File: config.mk
export PLATFORM = sky130hd
export DESIGN_NAME = md5_add_pipe
export DESIGN_NICKNAME = d
export VERILOG_FILES = /design/src/rtl/md5_add_pipe.sv
export SDC_FILE = /design/constraint.sdc
export NUM_CORES = 1
export LEC_CHECK = 0
export CORE_AREA = 3 3 214 216
export CTS_CLUSTER_DIAMETER = 120
export CTS_CLUSTER_SIZE = 20
export DETAILED_ROUTE_END_ITERATION = 16
export DIE_AREA = 0 0 217 219
export HOLD_SLACK_MARGIN = 0.1
export PLACE_DENSITY = 0.86
export SETUP_SLACK_MARGIN = 0.4
export SLEW_MARGIN = 20
export SYNTH_ARGS = -nofsm -noshare
export SYNTH_HDL_FRONTEND = slang
export SYNTH_SLANG_ARGS = --single-unit
File: constraint.sdc
create_clock -name Clk -period 3.9 [get_ports Clk]
set_input_delay 0.78 -clock Clk [delete_from_list [all_inputs] [get_ports Clk]]
set_output_delay 0.78 -clock Clk [all_outputs]
set_load 0.05 [all_outputs]
File: src/rtl/md5_add_pipe.sv
// Pipelined multi-operand mod-2^WIDTH adder tree plus MD5 chaining-state feed-forward bank.
// Optional macro MD5_ADD_PIPE_OUTREG_EN adds one output register stage after the last tree level.
module md5_add_pipe #(
    parameter int WIDTH     = 32,
    parameter int NUM_OPS   = 4,
    parameter int NUM_STATE = 4
) (
    input  logic                       Clk,
    input  logic                       Reset_n,
    input  logic                       InValid,
    output logic                       InReady,
    input  logic [NUM_OPS*WIDTH-1:0]   InOps,
    output logic                       OutValid,
    input  logic                       OutReady,
    output logic [WIDTH-1:0]           OutSum,
    input  logic                       StateLoad,
    input  logic                       StateAccum,
    input  logic [NUM_STATE*WIDTH-1:0] StateIn,
    input  logic [NUM_STATE*WIDTH-1:0] WorkIn,
    output logic [NUM_STATE*WIDTH-1:0] StateOut,
    output logic                       AccumDone
);

    // Handshake: a set transfers on InValid & InReady; OutSum transfers on OutValid & OutReady.
    // The whole pipe advances together, so a stall freezes every level including bubbles.
    localparam int D = $clog2(NUM_OPS);

    logic                advance;
    logic [WIDTH-1:0]    src   [0:D-1][0:2*NUM_OPS-1];
    logic [WIDTH-1:0]    nxt   [0:D-1][0:NUM_OPS-1];
    logic [WIDTH-1:0]    lvl_q [0:D-1][0:NUM_OPS-1];
    logic [D-1:0]        vld_q;

    assign advance = OutReady | ~OutValid;
    assign InReady = advance;

    // Sources are zero-padded past each level's live word count, so an unpaired
    // odd word adds zero and passes through unchanged.
    always_comb begin
        for (int k = 0; k < D; k++) begin
            for (int i = 0; i < 2*NUM_OPS; i++) begin
                src[k][i] = '0;
            end
        end
        for (int i = 0; i < NUM_OPS; i++) begin
            src[0][i] = InOps[i*WIDTH +: WIDTH];
        end
        for (int k = 1; k < D; k++) begin
            for (int i = 0; i < NUM_OPS; i++) begin
                src[k][i] = lvl_q[k-1][i];
            end
        end
        for (int k = 0; k < D; k++) begin
            for (int j = 0; j < NUM_OPS; j++) begin
                nxt[k][j] = src[k][2*j] + src[k][2*j+1];
            end
        end
    end

    always_ff @(posedge Clk or negedge Reset_n) begin
        if (!Reset_n) begin
            vld_q <= '0;
            for (int k = 0; k < D; k++) begin
                for (int j = 0; j < NUM_OPS; j++) begin
                    lvl_q[k][j] <= '0;
                end
            end
        end else if (advance) begin
            vld_q[0] <= InValid;
            for (int k = 1; k < D; k++) begin
                vld_q[k] <= vld_q[k-1];
            end
            for (int k = 0; k < D; k++) begin
                for (int j = 0; j < NUM_OPS; j++) begin
                    lvl_q[k][j] <= nxt[k][j];
                end
            end
        end
    end

`ifdef MD5_ADD_PIPE_OUTREG_EN
    logic             out_vld_q;
    logic [WIDTH-1:0] out_sum_q;

    always_ff @(posedge Clk or negedge Reset_n) begin
        if (!Reset_n) begin
            out_vld_q <= 1'b0;
            out_sum_q <= '0;
        end else if (advance) begin
            out_vld_q <= vld_q[D-1];
            out_sum_q <= lvl_q[D-1][0];
        end
    end

    assign OutValid = out_vld_q;
    assign OutSum   = out_sum_q;
`else
    assign OutValid = vld_q[D-1];
    assign OutSum   = lvl_q[D-1][0];
`endif

    // Feed-forward bank: load wins over accumulate; AccumDone marks a committed accumulate.
    logic [WIDTH-1:0] bank_q [0:NUM_STATE-1];
    logic             accum_done_q;

    always_ff @(posedge Clk or negedge Reset_n) begin
        if (!Reset_n) begin
            accum_done_q <= 1'b0;
            for (int i = 0; i < NUM_STATE; i++) begin
                bank_q[i] <= '0;
            end
        end else begin
            accum_done_q <= StateAccum & ~StateLoad;
            for (int i = 0; i < NUM_STATE; i++) begin
                if (StateLoad) begin
                    bank_q[i] <= StateIn[i*WIDTH +: WIDTH];
                end else if (StateAccum) begin
                    bank_q[i] <= bank_q[i] + WorkIn[i*WIDTH +: WIDTH];
                end
            end
        end
    end

    for (genvar g = 0; g < NUM_STATE; g++) begin : g_state_out
        assign StateOut[g*WIDTH +: WIDTH] = bank_q[g];
    end

    assign AccumDone = accum_done_q;

endmodule

==> reports/results.ini <==
[timing]
finalSetupViolations = 0
fin_ws_ns = 0.542
rsz0062_at_grt = false
finalCritPeriodShare_pct = 86.1
fin_crit_ns = 3.36
slew_headroom_pct = 32.6
hold_violations = 0
whs_ns = 0.282
maxSlewViolCount = 0
clock_skew_ns = 0.0155
setup_tns_ns = 0
tightestPinTransition_ns = 1.01
fmax_mhz = 298

[floorplan]
io_pins = 553
die_h_um = 219
core_area_mm2 = 0.0441
start_util_pct = 46.7
num_rows = 77
die_w_um = 217
die-area_mm2 = 0.0475

[final_layout]
regArea_mm2 = 0.00568
fillers = 3876
layout.nets = 3595
synthToLayoutAreaGrowth_pct = 31.2
drive_gt1_share_pct = 3.39
multiInputGateArea_mm2 = 0.0141
final_area_mm2 = 0.0271

[synth]
avgSynthCellArea_um2 = 8.21
synth.largest_area_cell = dfrtp_1
syn_inst = 2513
synth.distinct_cells = 83
synth-async-reset-ratio_pct = 100
synth_fp_nets = 3127
synthesis.area_mm2 = 0.0206
synth_top_area_share_pct = 27.5
synth_area_leaders = dfrtp_1 (28%), ha_1 (13%), a21oi_1 (6.7%)
yosysWarnings = 0
ys.flop_type = dfrtp_1
synth_edf_count = 0
ys_ff_latch = 227
ys_seq_area_share_pct = 27.5

[routing]
wl_per_cell_um = 21.7
dr.first_iter.drc_count = 1932
vias = 21656
firstDrtPassIters = 6
drt.antenna.violating_nets = 0
wirelength_um = 77800
drt-vias-per-instance = 6.04
drc = 0

[setup_path]
reg2reg_depth = 11
path_delay_family = compound AO/OA/AOI/OAI gates
critPathKind = in2reg
slowest_stage = fa_1
worstPathRequired_ns = 4.30
path_buf_inv = 3
crit_chain = clkdlybuf4s50_1 > ha_1 > fa_1 > a21oi_1 > o21bai_1 > a211oi_1 > buf_4 > o21ai_1 > o21ai_1 > buf_4 > a211oi_1 > o41ai_2 > mux2i_1 > a221o_1
start_kind = input port
max_stage_delay_ns = 0.42
crit_fanout = 4
cp.depth = 14
arrival_ns = 3.76
crit_path_end_kind = flip-flop

[grt]
grt-busiest-layer = met2
grt_pass1_wl_um = 117000
global_route.usage.met3_pct = 5.69
grt_pass1_vias = 20720
track_usage_pct = 30.8
grt_overflow = 0
met2_usage_pct = 52.8
antenna_found_initial = 20
use_met1_pct = 37.8
grt_max_degree = 131

[place]
io_buffers = 552
dpl-instance-area_mm2 = 0.0266
place_hpwl_um = 62200
gp_congestion = 0.958
preCtsSetupSlack_ns = -0.166

[clocking]
cts_made_buffers = 15
cts.sinks = 227
clock_latency_ns = 0.51
root_buffer = clkbuf_16
cts.path.max_buffers = 3
cts-htree-levels = 1
cts_tree = done
hold_buffers = 0
clk_pin_slew_worst_paths_ns = 0.10

[power]
leakage_nw = 11.8
p_per_area_mw_per_mm2 = 496
ir_worst_vdd_mv = 0.349

[status]
status = completed

[hold_path]
hold_path_class = in2async

[run]
drv_cap = 0

[layer usage]
metal	vias to the layer above	share of wire (%)
li1	10178	-
met1	10334	40
met2	960	48
met3	172	7.3
met4	12	4.5
met5	-	0.11
[cell type report]
class	instances	area share, %
multi-input cells	2088	52.2
repair buffers	592	21.6
flip-flops and latches	227	21.0
well taps	592	2.74
clock buffers	16	1.40
inverters	57	0.795
diodes	14	0.129
clock inverters	2	0.0925
[power by group]
group,internal (mW),switching [mW],leakage [nW]
logic,3.32,5.04,8.97
clock network,0.709,0.900,0.198
registers,2.93,0.526,2.67
[synth_stat cells, drive strengths merged, types with 7 or more instances]
cell type	count
o2111ai	8
nand4	26
dfrtp	227
o21ai	220
clkbuf	95
mux2i	61
buf	46
xnor2	95
xor2	67
inv	56
ha	217
nand3	72
fa	7
a21oi	277
and3	28
nand2b	14
nor2	189
a41oi	7
o31ai	12
nor3b	10
a211oi	38
a2bb2oi	14
o21a	19
nor2b	23
or3	25
a31oi	33
a21o	119
o211ai	18
and2	10
o21bai	37
nor3	42
a211o	8
a22oi	22
nand2	256
a221o	11
a221oi	15
[path summary, 6_finish.rpt]
kind / startpoint / slack (ns) / end
setup reg to reg: lvl_q[192] / 0.66 / OutSum[18]
min in group Clk: lvl_q[224] / 0.47 / lvl_q[224]
hold / removal: Reset_n / 0.28 / AccumDone
setup / recovery: WorkIn[32] / 0.54 / StateOut[60]
hold reg to reg: lvl_q[224] / 0.47 / lvl_q[224]
max in group asynchronous: Reset_n / 2.68 / StateOut[101]
[worst register-to-register path, stage by stage (launching register included)]
cell and delay [ns]:
dfrtp_1 0.40, ha_1 0.24, fa_1 0.41, a21o_1 0.20, a21oi_1 0.26, o21ai_1 0.16, a211oi_1 0.28, nor4bb_1 0.11
o41a_1 0.41, a311o_1 0.36, xnor2_1 0.24, o21ai_1 0.08
[placed cells by master, fill, tap and decap left out, types with 36 or more instances in the layout]
| master | n |
|---|---|
| clkdlybuf4s50_1 | 548 |
| a21oi_1 | 272 |
| nand2_1 | 256 |
| dfrtp_1 | 227 |
| ha_1 | 217 |
| o21ai_0 | 196 |
| nor2_1 | 187 |
| a21o_1 | 119 |
| xnor2_1 | 95 |
| nand3_1 | 72 |
| xor2_1 | 67 |
| mux2i_1 | 61 |
| inv_1 | 54 |
| nor3_1 | 42 |
| buf_4 | 40 |
| o21bai_1 | 37 |
| a211oi_1 | 36 |
[flip-flops by register name, summed over array words and instances, names as in the netlist]
name and cells:
AccumDone 1, StateOut 128, lvl_q 64, OutSum 32, vld_q 2
[timing repair]
item	4_1_cts	5_1_grt
resized for setup	1	13
pin swaps	0	6
setup buffers	0	2
setup endpoints to repair	2	17
[cell families after synthesis]
kind of cell,synth area share [%]
compound gates,28.4
xor+xnor,6.88
fa+ha+maj,13.8
buf+inv,4.22
flops,27.5
mux,3.01
simple gates,16.1
[metrics by stage]
stage / power (mW) / std cells / util, %
global placement: 11.6 / 3554 / 60.2
finish: 13.4 / 3588 / 61.3
floorplan: 9.21 / 2513 / -
global route: 14.2 / 3586 / 61.3
detailed placement: 11.7 / 3554 / 60.2
CTS: 13.4 / 3572 / 61.1
No activity file was read; power rests on OpenSTA's default activity.
